[config.mk]
export PLATFORM = sky130hd
export DESIGN_NAME = uart_tx_serializer_flat
export DESIGN_NICKNAME = d
export VERILOG_FILES = /design/src/rtl/uart_tx_serializer_pkg.sv /design/src/rtl/uart_tx_serializer_if.sv /design/src/rtl/uart_tx_serializer_baud_counter.sv /design/src/rtl/uart_tx_serializer.sv /design/src/flat_wrapper.sv
export SDC_FILE = /design/constraint.sdc
export NUM_CORES = 1
export LEC_CHECK = 0
export BUFFER_PORTS_ARGS = -buffer_cell sky130_fd_sc_hd__buf_2
export CAP_MARGIN = 15
export CORE_MARGIN = 1.5
export CORE_UTILIZATION = 50
export CTS_CLUSTER_SIZE = 30
export DETAILED_ROUTE_END_ITERATION = 8
export PLACE_DENSITY_LB_ADDON = 0.12
export SKIP_LAST_GASP = 1
export SLEW_MARGIN = 40
export SYNTH_ARGS = -nofsm -noshare
export SYNTH_HDL_FRONTEND = slang
export SYNTH_SLANG_ARGS = --single-unit
[constraint.sdc]
create_clock -name clk -period 4.35 [get_ports clk]
set_clock_uncertainty 0.2 [all_clocks]
set_input_delay 0.435 -clock clk [delete_from_list [all_inputs] [get_ports clk]]
set_output_delay 0.435 -clock clk [all_outputs]
set_load 0.005 [all_outputs]
[src/rtl/uart_tx_serializer_pkg.sv]
// uart_pkg: shared FSM state type, line idle level and baud helper
// for the UART transmit serializer. No ports.
package uart_pkg;

  typedef enum logic [2:0] {
    IDLE,
    START,
    DATA,
    PARITY,
    STOP
  } uart_state_t;

  localparam logic IDLE_LEVEL = 1'b1;

  function automatic int clks_per_bit(
    input int clk_freq,
    input int baud
  );
    return clk_freq / baud;
  endfunction

endpackage

[src/rtl/uart_tx_serializer_if.sv]
// FIFO-to-serializer link: empty, tx_data (head word), transmit_complete (pop).
// master = FIFO side, slave = serializer side.
interface uart_tx_serializer_if #(
  parameter int DW = 7
);
  import uart_pkg::*;

  logic          empty;
  logic [DW:0]   tx_data;
  logic          transmit_complete;

  modport master (
    output empty,
    output tx_data,
    input  transmit_complete
  );

  modport slave (
    input  empty,
    input  tx_data,
    output transmit_complete
  );

endinterface

[src/rtl/uart_tx_serializer_baud_counter.sv]
// uart_baud_counter: bit-time counter; ports clk, reset (async, high),
// restart (sync clear), bit_done (high on the last clk of a bit time).
module uart_baud_counter
  import uart_pkg::*;
#(
  parameter int CLKS_PER_BIT = 16
) (
  input  logic clk,
  input  logic reset,
  input  logic restart,
  output logic bit_done
);

  localparam int CW =
    (CLKS_PER_BIT > 1) ? $clog2(CLKS_PER_BIT) : 1;
  localparam logic [CW-1:0] LAST = CW'(CLKS_PER_BIT - 1);

  logic [CW-1:0] cnt;

  assign bit_done = (cnt == LAST);

  always_ff @(posedge clk or posedge reset) begin
    if (reset) begin
      cnt <= '0;
    end else if (restart || bit_done) begin
      cnt <= '0;
    end else begin
      cnt <= cnt + 1'b1;
    end
  end

endmodule

[src/rtl/uart_tx_serializer.sv]
// uart_tx_serializer: pops bytes from the TX FIFO and sends 8N1-style frames.
// Ports: clk, reset (async, high), fifo (slave), tx (line), busy. Macro UART_TX_PARITY_EN adds even parity.
module uart_tx_serializer
  import uart_pkg::*;
#(
  parameter int DW        = 7,
  parameter int CLK_FREQ  = 100_000_000,
  parameter int BAUD      = 9600,
  parameter int STOP_BITS = 1
) (
  input  logic                 clk,
  input  logic                 reset,
  uart_tx_serializer_if.slave  fifo,
  output logic                 tx,
  output logic                 busy
);

  localparam int CPB = clks_per_bit(CLK_FREQ, BAUD);
  localparam int BW  = $clog2(DW + 2);
  localparam logic [BW-1:0] LAST_BIT  = BW'(DW);
  localparam logic          LAST_STOP = 1'(STOP_BITS - 1);

  uart_state_t   state;
  uart_state_t   state_n;
  logic [DW:0]   shreg;
  logic [DW:0]   shreg_n;
  logic [BW-1:0] bit_cnt;
  logic [BW-1:0] bit_cnt_n;
  logic          stop_cnt;
  logic          stop_cnt_n;
  logic          tx_n;
  logic          done;
  logic          bit_done;
  logic          restart;

`ifdef UART_TX_PARITY_EN
  logic          par;
  logic          par_n;
`endif

  // Counter sits at 0 through IDLE so START always begins a fresh bit.
  assign restart = (state == IDLE);

  uart_baud_counter #(
    .CLKS_PER_BIT(CPB)
  ) u_baud (
    .clk      (clk),
    .reset    (reset),
    .restart  (restart),
    .bit_done (bit_done)
  );

  assign busy                   = (state != IDLE);
  assign fifo.transmit_complete = done;

  always_comb begin
    state_n    = state;
    shreg_n    = shreg;
    bit_cnt_n  = bit_cnt;
    stop_cnt_n = stop_cnt;
    done       = 1'b0;
`ifdef UART_TX_PARITY_EN
    par_n      = par;
`endif
    unique case (state)
      IDLE: begin
        if (!fifo.empty) begin
          shreg_n = fifo.tx_data;
`ifdef UART_TX_PARITY_EN
          par_n   = ^fifo.tx_data;
`endif
          state_n = START;
        end
      end
      START: begin
        if (bit_done) begin
          bit_cnt_n = '0;
          state_n   = DATA;
        end
      end
      DATA: begin
        if (bit_done) begin
          if (bit_cnt == LAST_BIT) begin
            stop_cnt_n = 1'b0;
`ifdef UART_TX_PARITY_EN
            state_n    = PARITY;
`else
            state_n    = STOP;
`endif
          end else begin
            bit_cnt_n = bit_cnt + 1'b1;
            shreg_n   = shreg >> 1;
          end
        end
      end
`ifdef UART_TX_PARITY_EN
      PARITY: begin
        if (bit_done) begin
          stop_cnt_n = 1'b0;
          state_n    = STOP;
        end
      end
`endif
      STOP: begin
        if (bit_done) begin
          if (stop_cnt == LAST_STOP) begin
            // Pop and return to IDLE on the same edge.
            done    = 1'b1;
            state_n = IDLE;
          end else begin
            stop_cnt_n = stop_cnt + 1'b1;
          end
        end
      end
      default: begin
        state_n = IDLE;
      end
    endcase
  end

  // tx is registered from the next state so the line
  // changes on the same edge as the FSM.
  always_comb begin
    tx_n = IDLE_LEVEL;
    unique case (state_n)
      START:   tx_n = 1'b0;
      DATA:    tx_n = shreg_n[0];
`ifdef UART_TX_PARITY_EN
      PARITY:  tx_n = par_n;
`endif
      default: tx_n = IDLE_LEVEL;
    endcase
  end

  always_ff @(posedge clk or posedge reset) begin
    if (reset) begin
      state    <= IDLE;
      shreg    <= '0;
      bit_cnt  <= '0;
      stop_cnt <= 1'b0;
      tx       <= IDLE_LEVEL;
`ifdef UART_TX_PARITY_EN
      par      <= 1'b0;
`endif
    end else begin
      state    <= state_n;
      shreg    <= shreg_n;
      bit_cnt  <= bit_cnt_n;
      stop_cnt <= stop_cnt_n;
      tx       <= tx_n;
`ifdef UART_TX_PARITY_EN
      par      <= par_n;
`endif
    end
  end

endmodule
[src/flat_wrapper.sv]
// flat-port wrapper written by rule: the top's interface ports become plain ports
module uart_tx_serializer_flat import uart_pkg::*;
#(
  parameter int DW        = 7,
  parameter int CLK_FREQ  = 100_000_000,
  parameter int BAUD      = 9600,
  parameter int STOP_BITS = 1
)
  (clk, reset, tx, busy, fifo_empty, fifo_tx_data, fifo_transmit_complete);
  uart_tx_serializer_if #(.DW(DW)) fifo_i ();
  input  logic clk;
  input  logic reset;
  output logic tx;
  output logic busy;
  input wire logic [$bits(fifo_i.empty)-1:0] fifo_empty;
  input wire logic [$bits(fifo_i.tx_data)-1:0] fifo_tx_data;
  output wire logic [$bits(fifo_i.transmit_complete)-1:0] fifo_transmit_complete;
  assign fifo_i.empty = fifo_empty;
  assign fifo_i.tx_data = fifo_tx_data;
  assign fifo_transmit_complete = fifo_i.transmit_complete;
  uart_tx_serializer #(.DW(DW), .CLK_FREQ(CLK_FREQ), .BAUD(BAUD), .STOP_BITS(STOP_BITS)) u_core (.clk(clk), .reset(reset), .fifo(fifo_i), .tx(tx), .busy(busy));
endmodule
## After elaboration in Yosys (flattened, before gate mapping)

Cells that the tools add are included.

| word-level totals | value |
|---|---|
| register bits | 31 |
| output and inout port bits | 3 |
| bits of input ports | 11 |
| logic and storage cells | 57 |

| operators by class | value |
|---|---|
| add/subtract/negate cells | 3 |
| multiplexer cells | 25 |
| reduce and logical (&&, ||, !) cells | 9 |
| equal/unequal tests | 13 |

Operators with widths:

| cell | count |
|---|---|
| two-way mux 8 bit | 3 |
| two-way mux 3 bit | 6 |
| case mux 8 bit (2 select lines) | 1 |
| adder 14 x 1 -> 14 bit (second input constant) | 1 |
| equality test 14 bit (second input constant) | 1 |
| two-way mux 14 bit | 1 |
| two-way mux 4 bit | 3 |
| case mux 3 bit (4 select lines) | 1 |
| AND reduction 4 bit | 3 |
| inequality test 2 bit (second input constant) | 5 |
| case mux 4 bit (2 select lines) | 1 |
| two-way mux 1 bit | 7 |
| equality test 3 x 1 -> 1 bit (second input constant) | 2 |
| equality test 3 x 2 -> 1 bit (second input constant) | 2 |
| nonzero test 2 bit | 3 |
| adder 4 x 1 -> 4 bit (second input constant) | 1 |
| equality test 4 x 3 -> 1 bit (second input constant) | 1 |
| case mux 1 bit (2 select lines) | 2 |
| equality test 3 bit (second input constant) | 1 |
| zero test 3 bit | 1 |
| nonzero test 3 bit | 1 |
| inequality test 2 x 1 -> 1 bit (second input constant) | 1 |
| adder 1 bit (second input constant) | 1 |
| logical OR 1 bit | 1 |

## Longest topological paths before layout

| logic depth | value |
|---|---|
| depth after elaboration | 6 |
| gate-level depth with buffers | 8 |

## Hierarchy

A second synthesis with hierarchy kept.

| unflattened totals | value |
|---|---|
| cell total of the unflattened synthesis | 146 |
| area, all modules | 1592.8 um^2 |

By module, submodules not included:

| module | seq. area each (um^2) | instances | cells an instance | area an instance (um^2) |
|---|---|---|---|---|
| uart_tx_serializer | 401.6 | 1 | 75 | 859.6 |
| uart_baud_counter | 350.3 | 1 | 71 | 733.2 |

## Worst setup path after synthesis

Ideal clock, no wire load.

| timing path | value |
|---|---|
| path kind | register to output |
| from | register u_core.u_baud.cnt[9] |
| to | output port fifo_transmit_complete |
| arrival | 2.072 ns |
| setup slack | 1.643 ns |
| stages on the path, launching flop included | 6 |
| data required time | 3.715 ns |
| buffers on the path | 2 |
| cells stage by stage | dfrtp_1 -> or4b_1 -> or4_1 -> buf_2 -> clkbuf_1 -> nor4b_1 |

| between the ends | value |
|---|---|
| longest elaborated chain between the ends | 3 |

Ends and longest elaborated chain:

| what | line | RTL |
|---|---|---|
| start: declaration | uart_tx_serializer_baud_counter.sv:18 | `logic [CW-1:0] cnt;` |
| start signal: assignment | uart_tx_serializer_baud_counter.sv:28 | `cnt <= cnt + 1'b1;` |
| equality test 14 bit | uart_tx_serializer_baud_counter.sv:20 | `assign bit_done = (cnt == LAST);` |
| two-way mux 1 bit | uart_tx_serializer.sv:105 | `if (bit_done) begin` |
| two-way mux 1 bit | uart_tx_serializer.sv:65 | `unique case (state)` |
| end: declaration | flat_wrapper.sv:17 | `output wire logic [$bits(fifo_i.transmit_complete)-1:0] fifo_transmit_complete;` |

Every way passes these cells.

## Worst setup path after layout

Ends and elaborated chain as after synthesis.

==> metrics.md <==
| Metric | Value |
|---|---|
| Top delay family on crit path | simple AND/OR/NAND/NOR gates |
| Clock power share | 0.278 |
| Synthesized flop and latch total | 30 |
| Sw Ratio | 0.278 |
| Routed via count | 1167 |
| 1st-iter DRT viols | 63 |
| DIE AREA | 3360 sq um |
| Final std cells w/o fill | 199 |
| Cell area after synthesis | 1510 sq um |
| CTS Buf Count | 5 |
| Worst Tran Pin Value | 703 ps |
| Core area | 2810 sq um |
| Vias in the first global route | 1132 |
| Sw power | 173 uW |
| Post-CTS setup buffers | 0 |
| Rel. slew slack | 0.528 |
| Post-Route Utilization | 0.595 |
| Setup-failing EPs final | 0 |
| Area leader, netlist | dfrtp_1 |
| Pwr dens | 372 nW/um^2 |
| CP Data Required Time | 3710 ps |
| Period utilisation layout | 0.743 |
| Final min period | 3230 ps |
| Max FO, Critical Path | 16 |
| # resized after CTS | 0 |
| Placed cell count | 190 |
| Antenna Cells | 0 |
| Clock root buffer | clkbuf_4 |
| Routed WL | 2.82 mm |
| LEAKAGE | 0.000750 uW |
| Crit-path slowest cell | or4_1 |
| CTS H-tree depth | 2 |
| First-pass GRT wire length | 5.20 mm |
| TritonCTS Sinks | 30 |
| Avg Vias per Cell | 5.86 |
| Buffers & Inverters on Critical Path | 1 |
| Design Area, Final | 1670 sq um |
| Multi-input logic area | 721 sq um |
| Die Width | 57.9 um |
| Worst path cell trace | or4b_1 -> or4_1 -> nor4b_1 -> buf_2 |
| Area after DPL | 1600 sq um |
| Slowest cell delay on critical path | 790 ps |
| VDD IR-drop max | 227 uV |
| Die Span Y | 57.9 um |
| Final ANT Viol Nets | 0 |
| Final GP Congestion | 0.805 |
| Top cells by area, synth | dfrtp_1, xor2_1, nor2_1 |
| Post-synthesis cell count | 150 |
| Layout cells sized above 1 | 0.173 |
| Yosys cell types | 38 |
| Drt drc | 0 |
| Grt ovf | 0 |
| Share of Yosys cell area claimed by the top area cell type | 0.481 |
| RSZ-0062 raised after global routing | false |
| Reg power frac | 0.569 |
| Initial antenna violation count | 0 |
| Initial DRT Pass Iterations | 6 |
| Setup TNS | 0 ps |
| Combinational power share | 0.153 |
| Sequential area share after synthesis | 0.498 |
| Seq. cell area | 752 sq um |
| CTS max path bufs | 2 |
| Status | finished, final reports clean |
| Initial Utilization | 0.538 |
| Pint | 449 uW |
| Hpwl dp | 2.01 mm |
| Fin nets | 180 |
| Final Hold Viols | 0 |
| Worst skew pair latency | 330 ps |
| Gr usage total | 0.204 |
| Ys Warns | 0 |
| Worst hold path type | in -> reg |
| MaxCap Viol Count | 0 |
| Cell row count | 19 |
| Drt wl/cell | 14.2 um |
| Synth Net Count | 163 |
| Arrival time worst endpoint | 2600 ps |
| Port Buffers | 13 |
| Slew Limit Fails | 0 |
| Area Overhead vs Synth | 10.6% |
| I/O pins | 14 |
| Fill count | 243 |
| Fmax | 310 MHz |
| Worst-path clk slew | 90 ps |
| Syn avg cell area | 10.1 sq um |
| CTS tree | done |
| Setup CP Type | reg -> out |
| Largest net degree at the start of global routing | 31 |
| Worst Setup Start Kind | flip-flop |
| Setup crit end kind | output pin |
==> worst paths after layout <==
kind | start | to | slack, ps | depth (start not counted)
max | u_core.u_baud.cnt[9] | fifo_transmit_complete | 1120 | 4
min | fifo_tx_data[7] | u_core.shreg[7] | 140 | 3
min reg2reg | u_core.shreg[5] | u_core.shreg[5] | 280 | 1
min in group asynchronous | reset | u_core.u_baud.cnt[5] | 520 | 3
max reg2reg | u_core.u_baud.cnt[9] | u_core.shreg[3] | 1360 | 5
max in group asynchronous | reset | u_core.state[1] | 3020 | 3
==> layout by cell type (no fill, tap or decap), types with 2 or more instances in the layout <==
cell type   n
mux2i_1     3
nor2_1     16
and3_1      3
nand2_1    10
nand4_1     6
a22o_1      6
xor2_1      7
nand2b_1    2
a21oi_1     6
ha_1        2
a21o_1      7
nand3b_1    2
xnor2_1     3
dfrtp_1    29
or3_1       4
nor3_1      2
buf_2      13
nor3b_1     3
nand3_1     2
o21ai_0    11
or2_2       2
inv_1       3
or3b_2      2
clkbuf_4    5
==> flip-flops by register name (all words and copies together), names as in the netlist <==
name,flops
u_core.bit_cnt,4
u_core.shreg,8
u_core.state,3
u_core.tx,1
u_core.u_baud.cnt,14
==> cell type report <==
| class | count | share of cell area |
|---|---|---|
| inverters | 4 | 0.00900 |
| clock buffers | 7 | 0.0330 |
| repair buffers | 15 | 0.0495 |
| flip-flops and latches | 30 | 0.451 |
| clock inverters | 1 | 0.00300 |
| well taps | 31 | 0.0232 |
| multi-input cells | 111 | 0.432 |
==> stage by stage <==
stage / power (uW) / hold slack, ps / setup WS [ps]
global placement: 451 / 260 / 1440
global route: 666 / 148 / 896
detailed placement: 456 / 269 / 1370
CTS: 633 / 122 / 1090
finish: 622 / 140 / 1120
floorplan: 426 / 248 / 1640
==> cells by family (layout without fill, tap and decap cells) <==
group	count (synthesis)	in the layout	share of synthesized area
AO/OA/AOI/OAI	36	36	0.158
XOR/XNOR	10	10	0.0580
adder cells (fa/ha/maj)	2	2	0.0166
buffers and inverters	9	27	0.0282
flip-flops	30	30	0.498
multiplexers	3	3	0.0199
AND/OR/NAND/NOR	60	60	0.221
==> repair_timing <==
item                       in CTS  in global routing
setup endpoints to repair       0                  0
hold buffers                    1                  0
hold endpoints to repair       29                  0
==> worst register-to-register path, delay by kind of cell (launching register included) <==
| family | cells | cell delay [ps] |
|---|---|---|
| AO/OA/AOI/OAI | 1 | 220 |
| AND/OR/NAND/NOR | 4 | 2040 |
| flip-flops | 1 | 440 |
==> layer usage <==
| metal | global-route usage | vias to the layer above | wire length, um |
|---|---|---|---|
| met5 | 0 | - | 0 |
| met1 | 0.288 | 562 | 1400 |
| met2 | 0.295 | 29 | 1220 |
| li1 | - | 570 | - |
| met4 | 0.0698 | 0 | 51 |
| met3 | 0.0670 | 6 | 146 |
==> synth_stat cells (all sizes together) <==
library cell,instances
nand3b,2
or4b,1
nor3b,3
and3,3
a22o,6
nand2b,2
or3b,2
or3,4
nand2,10
o41ai,1
nor4,1
o21ai,11
and2,1
or4,1
mux2i,3
nand4,6
a41oi,1
ha,2
clkbuf,3
nand3,2
xnor2,3
o22ai,1
dfrtp,29
a21o,7
a21oi,6
dfstp,1
nor4b,1
buf,2
o21bai,1
a22oi,1
xor2,7
nor2,16
a211o,1
or2,2
nor3,3
inv,4
==> power groups by stage <==
stage | clock (uW) | combinational (uW) | sequential (uW)
after floorplan | 0 | 74.9 | 351
after global placement | 0 | 93.4 | 358
after detailed placement | 0 | 96.5 | 359
after CTS | 181 | 97.7 | 354
after global routing | 194 | 112 | 360
final | 173 | 95.1 | 354
No activity file was read; power rests on OpenSTA's default activity.
